### config.mk
export PLATFORM = sky130hd
export DESIGN_NAME = tech_ram_arb
export DESIGN_NICKNAME = d
export VERILOG_FILES = /design/src/rtl/tech_ram_arb.sv
export SDC_FILE = /design/constraint.sdc
export NUM_CORES = 1
export LEC_CHECK = 0
export ABC_CLOCK_PERIOD_IN_PS = 2300
export CAP_MARGIN = 15
export CELL_PAD_IN_SITES_DETAIL_PLACEMENT = 0
export CELL_PAD_IN_SITES_GLOBAL_PLACEMENT = 1
export CORE_AREA = 2 2 264 266
export CTS_CLUSTER_DIAMETER = 30
export DETAILED_ROUTE_END_ITERATION = 12
export DIE_AREA = 0 0 266 268
export DONT_BUFFER_PORTS = 1
export PLACE_DENSITY = 0.3
export SETUP_SLACK_MARGIN = 0.5
export SLEW_MARGIN = 20
export SYNTH_ARGS = -nofsm -noshare
export SYNTH_HDL_FRONTEND = slang
export SYNTH_SLANG_ARGS = --single-unit
### constraint.sdc
create_clock -name clk_i -period 2.3 [get_ports clk_i]
set_input_delay 0.345 -clock clk_i [delete_from_list [all_inputs] [get_ports clk_i]]
set_output_delay 0.345 -clock clk_i [all_outputs]
set_load 0.005 [all_outputs]
### src/rtl/tech_ram_arb.sv
// Round-robin arbiter and sequencer sharing one single-port RAM macro between
// REQ_NUM valid/ready requesters, with optional post-reset zero-fill of the array.
module tech_ram_arb #(
    parameter int REQ_NUM    = 2,
    parameter int BIT_WIDTH  = 128,
    parameter int WORD_DEPTH = 64,
    parameter int INIT_EN    = 1,
    localparam int AW        = $clog2(WORD_DEPTH)
) (
    input  logic                         clk_i,
    input  logic                         rst_n_i,
    input  logic [REQ_NUM-1:0]           req_valid_i,
    output logic [REQ_NUM-1:0]           req_ready_o,
    input  logic [REQ_NUM-1:0]           req_we_i,
    input  logic [REQ_NUM*AW-1:0]        req_addr_i,
    input  logic [REQ_NUM*BIT_WIDTH-1:0] req_dat_i,
    output logic [REQ_NUM-1:0]           rsp_valid_o,
    output logic [BIT_WIDTH-1:0]         rsp_dat_o,
    output logic                         init_done_o,
    output logic                         ram_en_o,
    output logic                         ram_wen_o,
    output logic [AW-1:0]                ram_addr_o,
    output logic [BIT_WIDTH-1:0]         ram_dat_o,
    input  logic [BIT_WIDTH-1:0]         ram_dat_i
);

    localparam int PW = (REQ_NUM > 1) ? $clog2(REQ_NUM) : 1;
    localparam logic [AW-1:0] LAST_ADDR = AW'(WORD_DEPTH - 1);
    localparam logic [PW-1:0] LAST_REQ  = PW'(REQ_NUM - 1);

    typedef enum logic [0:0] {
        ST_INIT = 1'b0,
        ST_RUN  = 1'b1
    } state_e;

    localparam state_e RST_STATE     = (INIT_EN != 0) ? ST_INIT : ST_RUN;
    localparam logic   RST_INIT_DONE = (INIT_EN != 0) ? 1'b0 : 1'b1;

    state_e               state_q, state_d;
    logic [AW-1:0]        cnt_q, cnt_d;
    logic [PW-1:0]        ptr_q, ptr_d;
    logic [REQ_NUM-1:0]   rsp_valid_q, rsp_valid_d;
    logic                 init_done_q, init_done_d;

    logic                 gnt_vld_s;
    logic [PW-1:0]        gnt_idx_s;
    logic [REQ_NUM-1:0]   ready_s;
    logic                 ram_en_s;
    logic                 ram_wen_s;
    logic [AW-1:0]        ram_addr_s;
    logic [BIT_WIDTH-1:0] ram_dat_s;

    // Round-robin search: first valid requester at or after the pointer, wrapping.
    always_comb begin
        gnt_vld_s = 1'b0;
        gnt_idx_s = '0;
        for (int k = 0; k < REQ_NUM; k++) begin
            if (!gnt_vld_s && req_valid_i[(int'(ptr_q) + k) % REQ_NUM]) begin
                gnt_vld_s = 1'b1;
                gnt_idx_s = PW'((int'(ptr_q) + k) % REQ_NUM);
            end else begin
                gnt_vld_s = gnt_vld_s;
            end
        end
        if (state_q != ST_RUN) begin
            gnt_vld_s = 1'b0;
        end else begin
            gnt_vld_s = gnt_vld_s;
        end
    end

    // Next state, macro drive and response tracking for INIT and RUN.
    always_comb begin
        state_d     = state_q;
        cnt_d       = cnt_q;
        ptr_d       = ptr_q;
        init_done_d = init_done_q;
        rsp_valid_d = '0;
        ready_s     = '0;
        ram_en_s    = 1'b1;
        ram_wen_s   = 1'b1;
        ram_addr_s  = '0;
        ram_dat_s   = '0;
        case (state_q)
            ST_INIT: begin
                ram_en_s   = 1'b0;
                ram_wen_s  = 1'b0;
                ram_addr_s = cnt_q;
                if (cnt_q == LAST_ADDR) begin
                    state_d     = ST_RUN;
                    init_done_d = 1'b1;
                    cnt_d       = '0;
                end else begin
                    cnt_d = cnt_q + AW'(1);
                end
            end
            ST_RUN: begin
                if (gnt_vld_s) begin
                    ready_s[gnt_idx_s]     = 1'b1;
                    ram_en_s               = 1'b0;
                    ram_wen_s              = ~req_we_i[gnt_idx_s];
                    ram_addr_s             = req_addr_i[int'(gnt_idx_s)*AW +: AW];
                    ram_dat_s              = req_dat_i[int'(gnt_idx_s)*BIT_WIDTH +: BIT_WIDTH];
                    rsp_valid_d[gnt_idx_s] = ~req_we_i[gnt_idx_s];
                    ptr_d = (gnt_idx_s == LAST_REQ) ? '0 : gnt_idx_s + PW'(1);
                end else begin
                    ptr_d = ptr_q;
                end
            end
            default: begin
                state_d = RST_STATE;
            end
        endcase
    end

    // State, counter, pointer and response-owner registers.
    always_ff @(posedge clk_i or negedge rst_n_i) begin
        if (!rst_n_i) begin
            state_q     <= RST_STATE;
            cnt_q       <= '0;
            ptr_q       <= '0;
            rsp_valid_q <= '0;
            init_done_q <= RST_INIT_DONE;
        end else begin
            state_q     <= state_d;
            cnt_q       <= cnt_d;
            ptr_q       <= ptr_d;
            rsp_valid_q <= rsp_valid_d;
            init_done_q <= init_done_d;
        end
    end

    assign req_ready_o = ready_s;
    assign rsp_valid_o = rsp_valid_q;
    assign rsp_dat_o   = ram_dat_i;
    assign init_done_o = init_done_q;
    assign ram_en_o    = ram_en_s;
    assign ram_wen_o   = ram_wen_s;
    assign ram_addr_o  = ram_addr_s;
    assign ram_dat_o   = ram_dat_s;

endmodule

==> metrics.md <==
| Metric | Value |
|---|---|
| CTS clk-pin slew, worst paths | ~0.060 ns |
| Min Tclk post-route | 1.95 ns |
| Design area | ~3500 um^2 |
| EDFF count, synth | 0 |
| Wire length per cell | 19.7 um |
| YS warnings | 0 |
| Worst-path maximum fanout | 17 |
| Finish-stage setup viols | 0 |
| Most frequent cells in the layout | 120 x a22o_1, 12 x buf_16, 11 x dfrtp_1, 7 x nand2_1, 7 x nor2b_1 |
| Cell variety after synth | 26 |
| Async set-or-reset flop fraction in the synthesized netlist | 1.00 |
| Initial antenna violation count | 8 |
| Vias in the first global route | 2595 |
| First-pass GRT wire length | 24.9 mm |
| Vias/cell | 2.31 |
| Final period utilization | 0.849 |
| Crit Path Class | reg2out |
| Worst-Skew Late Latency | 0.26 ns |
| Root buffer cell | clkbuf_16 |
| Mux cell area share after synthesis | 0 |
| Worst clock skew | 0.0109 ns |
| RSZ-0062 raised after global routing | yes |
| WL final | 21.9 mm |
| Cell Int Power | approximately 0.44 mW |
| Pin slew with the least headroom to its limit | 0.684 ns |
| Syn Inst Count | between 300 and 400 |
| CP Capture Type | primary output |
| WP data arrival | approximately 1.6 ns |
| Setup ws final | about 0.35 ns |
| Post-DP Area | 2890 um^2 |
| RD Place Congestion | approximately 1.1 |
| Startpoint types | flop |
| Final ANT Viol Nets | 0 |
| Sequential share of power | 0.343 |
| Clk sinks | 11 |
| Largest family of logic cells by synthesized area | compound AO/OA/AOI/OAI gates |
| HPWL after DPL | roughly 14 mm |
| GRT Resource Usage Total | 0.0539 |
| Lkg Pwr | roughly 0.98 nW |
| Core ar. | about 70000 um^2 |
| Status | finished clean |
| Largest net degree at the start of global routing | 53 |
| Vias | 2560 |
| Most common cell after layout, fill and taps aside | a22o_1 |
| # rows | 96 |
| Fin nets | 622 |
| Max VDD drop | 0.198 mV |
| Die Span Y | roughly 270 um |
| GRT Residual Overflow | 0 |
| Comb pwr share | 0.023 |
| Placed cells | 1074 |
| Top Ports | ~670 |
| Netlist Area Pre-Place | just under 3000 um^2 |
| Worst Path Required | 1.96 ns |
| Post-place setup slack | between 0.3 and 0.4 ns |
| Sequential share of the synthesized area | 0.0953 |
| Share of layout cells above drive strength 1 | 0.183 |
| CTS Buffer Depth | 2 |
| Primary FF master, synth | dfrtp_1 |
| Mapped Avg Cell Area | roughly 8.3 um^2 |
| Max cap viols | 0 |
| CTS tree | yes |
| Synthesized Nets | about 750 |
| Number of synthesized register bits | 11 |
| Clock power share | 0.634 |
| Number of DRC markers in iteration 0 | 100 |
| Port buffer count | 0 |
| CTS H-tree depth | 1 |
| Slew headroom | 0.543 |
| Final hold slack | ~0.15 ns |
| Simple-gate area share of the yosys netlist | 0.0559 |
| Die area | between 70000 and 80000 um^2 |
| Final Non-Filler Cells | between 1000 and 1500 |
| Final-report hold violation count | 0 |
| Initial Util | 0.0423 |
| Setup TNS | 0 ns |
| Compound-Gate Fraction of Synth Area | 0.433 |
| Area Overhead vs Synth | 22.3% |
| Switching Power | 0.128 mW |
| CTS buffer count | 3 |
| PwrDens | between 150 and 200 nW/um^2 |
| Fmax | about 510 MHz |
| Synth Area in Adders | 0.00433 |
| XOR/XNOR Fraction of Synth Area | 0.00607 |
| Width of the die | 266 um |
| Initial DRT Pass Iterations | 4 |
| DRC Markers | 0 |
| Hold/Removal Path Class | in2reg |
| Sw Share | 0.227 |
| Max-slew violations | 0 |
==> worst max-delay path, stage by stage, from the launching register on <==
cell and delay [ns]:
dfrtp_1 0.39, buf_6 0.13, a21oi_4 0.13, buf_12 0.21, buf_16 0.22, a22o_1 0.23
==> metal layers <==
layer / global-route usage / wire length [um]
met3: 0.0242 / 2370
met1: 0.0460 / 6770
met4: 0.0336 / 1300
met5: 0 / 10
met2: 0.102 / 11400
==> registers in the layout, indices dropped and copies added (netlist names) <==
signal	count
init_done_o	1
state_q	1
cnt_q	6
rsp_valid_o	2
ptr_q	1
==> final timing paths <==
path                                      start                       end  slack [ns]  cells after the start
max                           ptr_q$_DFFE_PN0P_            ram_dat_o[125]        0.35                      5
min                                 req_we_i[0]  rsp_valid_o[0]$_DFF_PN0_        0.15                      1
max reg2reg                cnt_q[0]$_DFFE_PN0N_      cnt_q[1]$_DFFE_PN0N_        0.70                      4
min reg2reg                cnt_q[4]$_DFFE_PN0N_      cnt_q[4]$_DFFE_PN0N_        0.49                      1
max in group asynchronous               rst_n_i      cnt_q[0]$_DFFE_PN0N_        1.28                      1
min in group asynchronous               rst_n_i      cnt_q[2]$_DFFE_PN0N_        0.57                      1
==> through the flow <==
stage                     utilization  power (mW)
final                          0.0518       0.565
after global routing           0.0516       0.590
after CTS                      0.0505       0.580
after detailed placement       0.0423       0.202
after global placement         0.0423       0.202
after floorplan                     -       0.382
==> kinds of logic (layout without fill, tap and decap cells) <==
group	after synthesis	after routing
AND/OR/NAND/NOR	29	29
other	0	9
adder cells (fa/ha/maj)	1	1
AO/OA/AOI/OAI	143	143
buffers and inverters	160	32
flip-flops	11	11
XOR/XNOR	2	2
==> layout make-up <==
type                            count  area [um^2]
Inverter                            2         7.51
Fill cell                        8036        64700
Antenna cell                        9         22.5
Timing Repair Buffer               26          539
Clock buffer                        4         78.8
Sequential cell                    11          275
Multi-Input combinational cell    175         1500
Tap cell                          882         1100
==> what timing repair did <==
item,in CTS,in global routing
gates cloned,10,2
setup endpoints to repair,134,134
pin swaps,15,2
hold buffers,1,0
hold endpoints to repair,11,0
gates resized for setup,26,1
buffers inserted,8,1
==> synthesized netlist by cell type (2+ instances only) <==
cell / count / area share
nand2_1: 8 / 0.010
o21bai_1: 2 / 0.0052
a22o_1: 128 / 0.39
nand4b_1: 2 / 0.0061
o21ai_0: 4 / 0.0069
buf_4: 132 / 0.34
buf_6: 7 / 0.027
xnor2_1: 2 / 0.0061
nor2b_1: 7 / 0.015
buf_2: 18 / 0.031
dfrtp_1: 11 / 0.095
nand2b_1: 2 / 0.0043
a221o_1: 6 / 0.021
nand3_1: 4 / 0.0069
inv_1: 2 / 0.0026
==> power groups by stage <==
stage	Combinational [mW]	Sequential [mW]	Clock (mW)
after floorplan	0.185	0.197	0
after global placement	0.00514	0.197	0
after detailed placement	0.00510	0.197	0
after CTS	0.0124	0.194	0.373
after global routing	0.0145	0.194	0.382
final	0.0130	0.194	0.358
Note: power is estimated with default switching activity, not from simulation.
